## config.mk

```make
export PLATFORM = sky130hd
export DESIGN_NAME = irq_pend_ctrl_8
export DESIGN_NICKNAME = d
export VERILOG_FILES = /design/src/rtl/irq_pend_ctrl_8_pkg.sv /design/src/rtl/irq_pend_ctrl_8_pri_enc.sv /design/src/rtl/irq_pend_ctrl_8.sv
export SDC_FILE = /design/constraint.sdc
export NUM_CORES = 1
export LEC_CHECK = 0
export CORE_MARGIN = 3
export CORE_UTILIZATION = 40
export CTS_BUF_LIST = sky130_fd_sc_hd__clkbuf_8
export DETAILED_ROUTE_END_ITERATION = 6
export DONT_BUFFER_PORTS = 1
export PLACE_DENSITY = 0.64
export SKIP_CTS_REPAIR_TIMING = 1
export SYNTH_ARGS = -nofsm -noshare
export SYNTH_HDL_FRONTEND = slang
export SYNTH_SLANG_ARGS = --single-unit
```

## constraint.sdc

```tcl
create_clock -name clk -period 5 [get_ports clk]
set_clock_uncertainty 0.05 [all_clocks]
set_input_delay 1.25 -clock clk [delete_from_list [all_inputs] [get_ports clk]]
set_output_delay 1.25 -clock clk [all_outputs]
set_load 0.1 [all_outputs]
```

## src/rtl/irq_pend_ctrl_8_pkg.sv

```systemverilog
// Shared definitions for the irq_pend_ctrl_8 interrupt front end.
// Request count, code width, handshake state encodings and the code-to-one-hot helper.
package irq_pend_ctrl_8_pkg;

  localparam int unsigned N_REQ  = 8;
  localparam int unsigned CODE_W = 3;

  typedef enum logic [1:0] {
    IDLE = 2'd0,
    BUSY = 2'd1,
    TOUT = 2'd2
  } state_e;

  function automatic logic [N_REQ-1:0] code_onehot(input logic [CODE_W-1:0] code);
    code_onehot       = '0;
    code_onehot[code] = 1'b1;
  endfunction

endpackage

```

## src/rtl/irq_pend_ctrl_8_pri_enc.sv

```systemverilog
// Combinational 8-to-3 priority encoder, bit 7 highest; an all-zero input encodes as 0.
module pri_enc_8x3_comb
  import irq_pend_ctrl_8_pkg::*;
(
  input  logic [N_REQ-1:0]  req_vec,
  output logic [CODE_W-1:0] code
);

  // Ascending scan: the last set bit seen is the highest one.
  always_comb begin
    code = '0;
    for (int unsigned i = 0; i < N_REQ; i++) begin
      if (req_vec[i]) code = CODE_W'(i);
    end
  end

endmodule

```

## src/rtl/irq_pend_ctrl_8.sv

```systemverilog
// Interrupt front end: captures requests into a pending register, arbitrates enabled bits,
// presents one registered code per valid/ack handshake and tracks overflow/timeout flags.
module irq_pend_ctrl_8
  import irq_pend_ctrl_8_pkg::*;
#(
  parameter int unsigned EDGE_MODE   = 1,
  parameter int unsigned ACK_TIMEOUT = 16
) (
  input  logic              clk,
  input  logic              rst,
  input  logic [N_REQ-1:0]  req,
  input  logic [N_REQ-1:0]  mask,
  input  logic              irq_ack,
  input  logic              flag_clr,
  output logic              irq_valid,
  output logic [CODE_W-1:0] irq_code,
  output logic [N_REQ-1:0]  pending,
  output logic              overflow,
  output logic              timeout
);

  // A zero timeout would give a zero-width timer; keep one bit so the logic stays legal.
  localparam int unsigned TW     = (ACK_TIMEOUT > 0) ? $clog2(ACK_TIMEOUT + 1) : 1;
  localparam int unsigned T_LAST = (ACK_TIMEOUT > 0) ? ACK_TIMEOUT - 1 : 0;

  state_e            state, state_nxt;
  logic [N_REQ-1:0]  req_q, rise, set_vec, clr_vec, pending_nxt, arb_vec;
  logic [CODE_W-1:0] enc_code, code_nxt;
  logic [TW-1:0]     timer, timer_nxt;
  logic              valid_nxt, ack_ok, tout_hit, ovf_hit;

  assign arb_vec = pending & mask;

  pri_enc_8x3_comb u_enc (
    .req_vec (arb_vec),
    .code    (enc_code)
  );

  assign rise        = req & ~req_q;
  assign set_vec     = (EDGE_MODE != 0) ? rise : req;
  assign ack_ok      = (state == BUSY) && irq_valid && irq_ack;
  assign clr_vec     = ack_ok ? code_onehot(irq_code) : '0;
  assign pending_nxt = (pending & ~clr_vec) | set_vec;
  assign ovf_hit     = (EDGE_MODE != 0) && (|(rise & pending & ~clr_vec));
  assign tout_hit    = (ACK_TIMEOUT != 0) && (state == BUSY) && !ack_ok &&
                       (timer == TW'(T_LAST));

  always_comb begin
    state_nxt = state;
    valid_nxt = irq_valid;
    code_nxt  = irq_code;
    timer_nxt = timer;
    case (state)
      IDLE: begin
        if (|arb_vec) begin
          state_nxt = BUSY;
          valid_nxt = 1'b1;
          code_nxt  = enc_code;
          timer_nxt = '0;
        end
      end
      BUSY: begin
        if (ack_ok) begin
          state_nxt = IDLE;
          valid_nxt = 1'b0;
        end else if (tout_hit) begin
          state_nxt = TOUT;
          valid_nxt = 1'b0;
        end else if (timer != '1) begin
          timer_nxt = timer + TW'(1);
        end
      end
      TOUT: begin
        state_nxt = IDLE;
        valid_nxt = 1'b0;
      end
      default: begin
        state_nxt = IDLE;
        valid_nxt = 1'b0;
      end
    endcase
  end

  always_ff @(posedge clk) begin
    if (rst) begin
      state     <= IDLE;
      req_q     <= '0;
      pending   <= '0;
      irq_valid <= 1'b0;
      irq_code  <= '0;
      timer     <= '0;
      overflow  <= 1'b0;
      timeout   <= 1'b0;
    end else begin
      state     <= state_nxt;
      req_q     <= req;
      pending   <= pending_nxt;
      irq_valid <= valid_nxt;
      irq_code  <= code_nxt;
      timer     <= timer_nxt;
      // Sticky flags: a new event in the same cycle beats flag_clr.
      if (ovf_hit)       overflow <= 1'b1;
      else if (flag_clr) overflow <= 1'b0;
      if (tout_hit)      timeout  <= 1'b1;
      else if (flag_clr) timeout  <= 1'b0;
    end
  end

endmodule

```

==> results of run 1 <==
-- flip-flops by register name, summed over array words and instances (netlist names) --
| name | cells |
|---|---|
| pending | 8 |
| irq_code | 3 |
| timer | 5 |
| state | 1 |
| timeout | 1 |
| overflow | 1 |
| irq_valid | 1 |
| req_q | 8 |
-- per-stage QoR --
stage               cell area (sq um)  instances  power (mW)
floorplan                        1270        142       0.390
global placement                 1310        180       0.400
detailed placement               1310        180       0.402
CTS                              1370        184       0.542
global route                     1370        184       0.565
finish                           1370        184       0.538
-- tightest hold or removal path, stage by stage (launching register included) --
cell and delay, ns:
dfxtp_1 0.32, inv_1 0.04, nand2_1 0.05, a21oi_1 0.05
-- how the worst min path moves through the flow --
| stage | to | slack (ns) | depth (start not counted) |
|---|---|---|---|
| floorplan | pending[7] | 0.42 | 3 |
| global placement | pending[2] | 0.42 | 3 |
| detailed placement | pending[2] | 0.43 | 3 |
| CTS | pending[2] | 0.44 | 3 |
| global route | pending[2] | 0.48 | 3 |
| finish | pending[2] | 0.44 | 3 |
-- power groups by stage --
stage | Sequential [mW] | Clock [mW] | Combinational (mW)
final | 0.336 | 0.140 | 0.0614
after global routing | 0.339 | 0.157 | 0.0690
after CTS | 0.336 | 0.145 | 0.0614
after detailed placement | 0.341 | 0 | 0.0611
after global placement | 0.340 | 0 | 0.0596
after floorplan | 0.333 | 0 | 0.0562
-- area by class of cell --
type | instances | area share [%]
Multi-Input combinational cell | 104 | 49.5
Sequential cell | 28 | 41.0
Clock buffer | 4 | 4.03
Tap cell | 42 | 3.84
Inverter | 6 | 1.65
-- kinds of logic after synthesis --
family,synth area share [%]
AOI/OAI and AO/OA,22.2
xor gates and xnor gates,1.37
adders and majority gates,2.94
buffers and inverters,2.94
DFF,44.0
and+or+nand+nor,26.6
-- cell usage in the layout (no fill, tap or decap), types with 3 or more instances in the layout --
master,synthesis,routed
a211oi_1,4,4
a21oi_1,12,12
a22o_1,4,4
a41oi_1,3,3
clkbuf_8,0,4
dfxtp_1,28,28
ha_1,3,3
inv_1,6,6
nand2_1,15,15
nand2b_1,7,7
nand3_1,5,5
nor2_1,10,10
nor2b_1,10,10
nor3_1,3,3
o21ai_0,3,3
-- layer usage --
layer	up-vias	share of wire, %
met5	-	0
li1	509	-
met1	462	46
met4	0	1.6
met3	5	10
met2	40	42
==> run_results.csv, run 1 <==
group,metric,value,unit
status,status,"completed",
drt,wl,2.76,mm
setup_path,cp.arrival,1.42,ns
sta,finalWorstPathRequiredPeriod,2.72,ns
setup_path,path_max_fanout,9,
sta,slew_headroom,19.0,%
setup_path,startpoint,"irq_code[1]",
power,clockPowerShare,26.1,%
clocking,cts_sinks,28,
clocking,ctsHtreeMaxLevel,1,
global_routing,grt_pass1_vias,983,
clocking,clk_latency,0.27,ns
clocking,clk_pin_slew,0.09,ns
global_routing,grt_pass1_wl,4.59,mm
die,die-height,62.5,um
drt,avgRoutedWirePerCell,15.0,um
setup_path,setup.worst_path.class,"flop to output pin",
synthesis,netlist_top_cells_count,"dfxtp_1, nand2_1, a21oi_1",
hold_path,min_from,"req_q[2]",
global_routing,met3_usage,5.22,%
global_routing,grt_use_total,15.0,%
sta,setup_viol,0,
power,p_sw,0.199,mW
global_routing,grt_overflow_total,0,
setup_path,r2r-end,"overflow",
global_routing,antenna_found_initial,0,
die,die_area,3900,sq um
synthesis,synth_area_leader_cell,"dfxtp_1",
global_routing,busiest_layer,"met2",
clocking,clockBufferDepth,2,
sta,worst_slack,2.28,ns
synthesis,syn_nets,165,
global_routing,grtUsageMet1,19.2,%
die,ios,34,
sta,drv_slew,0,
clocking,root_buffer,"clkbuf_8",
synthesis,synth_warnings,0,
sta,rsz0062_at_grt,"no",
power,switching_share,37.0,%
synthesis,avgSynthCellArea,8.98,sq um
setup_path,r2r-start,"irq_valid",
synthesis,synth_top_area_share,44.0,%
synthesis,yosys-top-cells-area,"dfxtp_1, nor2b_1, a21oi_1",
layout,nNetsFinal,166,
synthesis,syn-cell-area,1270,sq um
power,p_leak,0.509,nW
layout,syn_to_final_growth,7.26,%
layout,drive_gt1_share,7.04,%
drt,final_antenna_net_count,0,
global_routing,grt_max_degree,27,
die,core_area,2900,sq um
drt,drt_iter0_markers,58,
synthesis,synth_cell_type_count,35,
placement,hpwl,2.11,mm
setup_path,reg2reg_slack,2.72,ns
power,pwr_density_cell,393,nW/um^2
sta,final.setup.tns,0,ns
setup_path,start_kind,"flop",
setup_path,end_kind,"output pin",
synthesis,synth_edf_count,0,
placement,pre_cts_ws,2.50,ns
sta,timing.hold.ws,0.439,ns
flow_run,drv_cap,0,
hold_path,hold_path_class,"flop to flop",
drt,viasPerCell,5.52,
synthesis,ys_seq_elements,28,
sta,hold_viol_final,0,
die,die_x,62.5,um
power,power_frac_seq,62.5,%
layout,fillCellCount,298,
power,ir_drop,0.153,mV
clocking,cts_tree,"yes",
layout,layout.area.seq,561,sq um
drt,drcViolationCount,0,
setup_path,r2r_cells,4,
global_routing,met2_usage,22.9,%
layout,multiInputGateArea,677,sq um
synthesis,synth_ff_type,"dfxtp_1",
sta,clock.fmax,368,MHz
setup_path,required,3.70,ns
placement,numPortBuffers,0,
layout,postLayoutCoreUtil,47.2,%
setup_path,critical_path.endpoint,"irq_code[1]",
drt,drt_pass1_iterations,4,
power,p_int,0.339,mW
synthesis,seq_area_frac_synth,44.0,%
power,combPwrFrac,11.4,%
sta,tightestPinTransition,1.21,ns
placement,gp_congestion,0.834,
die,placementRows,19,
synthesis,synthArstFlopShare,0,%
drt,routed-via-count,1016,
clocking,numCtsBuffers,3,
layout,diodes,0,
sta,min_period_over_period,54.4,%
synthesis,yosysMostFrequentCell,"dfxtp_1",
die,initial_core_util,44.0,%
synthesis,netlist_instances,142,
setup_path,worstSetupPathDepth,0,
No activity file was read; power rests on OpenSTA's default activity.
==> inputs of run 2 (changes only) <==
- clock period: 5 -> 2.81 ns (I/O delays scaled with it)
==> run 2 against run 1 <==
Die area is the same. Critical path type is now flop to flop. Critical path depth grew 7. Non-clock buffer count grew 14. Sequential share of layout area shrank 2.9 points. Clock-buffer cell count is the same. Highest routed layer unchanged. Worst hold slack gained 0.00064 ns.
==> run_results.csv, run 2 (same netlist as run 1, synthesis figures left out) <==
group,metric,value,unit
drt,viasPerCell,5.40,
drt,route.met3.wl,243,um
flow_run,drv_cap,0,
clocking,clockBufferDepth,2,
hold_path,hold_path_class,"primary input to flop",
die,die_x,62.5,um
drt,final_antenna_net_count,0,
layout,final_common_cell,"dfxtp_1",
sta,finalWorstPathRequiredPeriod,2.10,ns
global_routing,grt_use_total,14.7,%
layout,layout.area.seq,561,sq um
layout,top_regs,"pending x8, req_q x8, timer x5",
clocking,ctsHtreeMaxLevel,1,
sta,tightestPinTransition,0.425,ns
die,core_area,2900,sq um
global_routing,grt_pass1_vias,1000,
global_routing,antenna_found_initial,0,
status,status,"completed",
global_routing,grt_pass1_wl,4.66,mm
placement,gp_congestion,0.781,
clocking,numCtsBuffers,3,
setup_path,required,2.95,ns
sta,setup_viol,0,
clocking,clk_latency,0.27,ns
die,die-height,62.5,um
drt,wl,2.86,mm
clocking,cts_sinks,28,
hold_path,hold_path_depth,1,
layout,fillCellCount,288,
global_routing,grt_max_degree,27,
sta,slew_headroom,71.5,%
sta,clock.fmax,477,MHz
drt,wl_met1,1.40,mm
sta,hold_viol_final,0,
die,die_area,3900,sq um
power,ir_drop,0.260,mV
clocking,root_buffer,"clkbuf_8",
layout,syn_to_final_growth,15.5,%
clocking,cts_tree,"yes",
setup_path,cp.arrival,2.23,ns
placement,postPlaceCellArea,1420,sq um
sta,final.setup.tns,0,ns
placement,hpwl,2.21,mm
clocking,clk_pin_slew,0.09,ns
power,pwr_density_cell,665,nW/um^2
layout,diodes,0,
drt,drt_iter0_markers,36,
layout,multiInputGateArea,677,sq um
setup_path,end_kind,"flop",
setup_path,path_max_fanout,6,
drt,drcViolationCount,0,
die,placementRows,19,
sta,drv_slew,0,
layout,stdcell_area,1470,sq um
layout,final_cell_mix,"dfxtp_1, nand2_1, buf_4, a21oi_1",
layout,drive_gt1_share,15.4,%
sta,rsz0062_at_grt,"no",
power,p_leak,0.581,nW
setup_path,start_kind,"flop",
die,ios,34,
drt,dr.max_layer_used,"met4",
setup_path,setup.worst_path.class,"flop to flop",
drt,drt_pass1_iterations,4,
drt,wl_met2,1.20,mm
global_routing,grt_overflow_total,0,
placement,numPortBuffers,0,
drt,routed-via-count,1070,
sta,min_period_over_period,74.6,%
die,initial_core_util,44.0,%
drt,avgRoutedWirePerCell,14.5,um
layout,nNetsFinal,180,
setup_path,r2r_cells,7,
-- run 2: where the power goes --
| part | switching, mW | internal [mW] |
|---|---|---|
| Combinational | 0.218 | 0.0755 |
| Sequential | 0.0181 | 0.424 |
| Clock | 0.118 | 0.125 |
| Total | 0.355 | 0.625 |
-- run 2: worst max-delay path: stages (launching register included) --
cell,delay (ns)
dfxtp_1,0.35
ha_1,0.21
and3_1,0.19
ha_1,0.19
or4b_4,0.52
nor2_1,0.24
nor2_1,0.07
a211oi_1,0.20
-- run 2: final timing paths --
path	from	endpoint	slack (ns)
worst max register to register	timer[0]	timer[4]	0.71
worst min register to register	req_q[2]	pending[2]	0.44
worst min-delay path	rst	pending[4]	0.44
worst max-delay path	timer[0]	timer[4]	0.71
-- run 2: layout make-up --
class                           count  share of cell area, %
Multi-Input combinational cell    104                   46.0
Sequential cell                    28                   38.1
Timing Repair Buffer               14                   7.14
Clock buffer                        4                   3.74
Tap cell                           42                   3.57
Inverter                            6                   1.53
-- run 2: per-stage QoR --
| step | util [%] | hold WS [ns] | setup slack, ns | total power, mW | instances |
|---|---|---|---|---|---|
| finish | 50.8 | 0.440 | 0.713 | 0.980 | 198 |
| global route | 50.8 | 0.423 | 0.585 | 1.02 | 198 |
| CTS | 50.8 | 0.435 | 0.705 | 0.985 | 198 |
| detailed placement | 48.9 | 0.427 | 0.734 | 0.745 | 194 |
| global placement | 48.9 | 0.418 | 0.805 | 0.741 | 194 |
| floorplan | - | 0.416 | 0.668 | 0.693 | 142 |
-- run 2: routing by layer --
layer  vias to the layer above  track usage, %
li1                        534               -
met1                       494            21.3
met2                        40            21.0
met3                         2            4.50
met4                         0            3.86
met5                         -               0
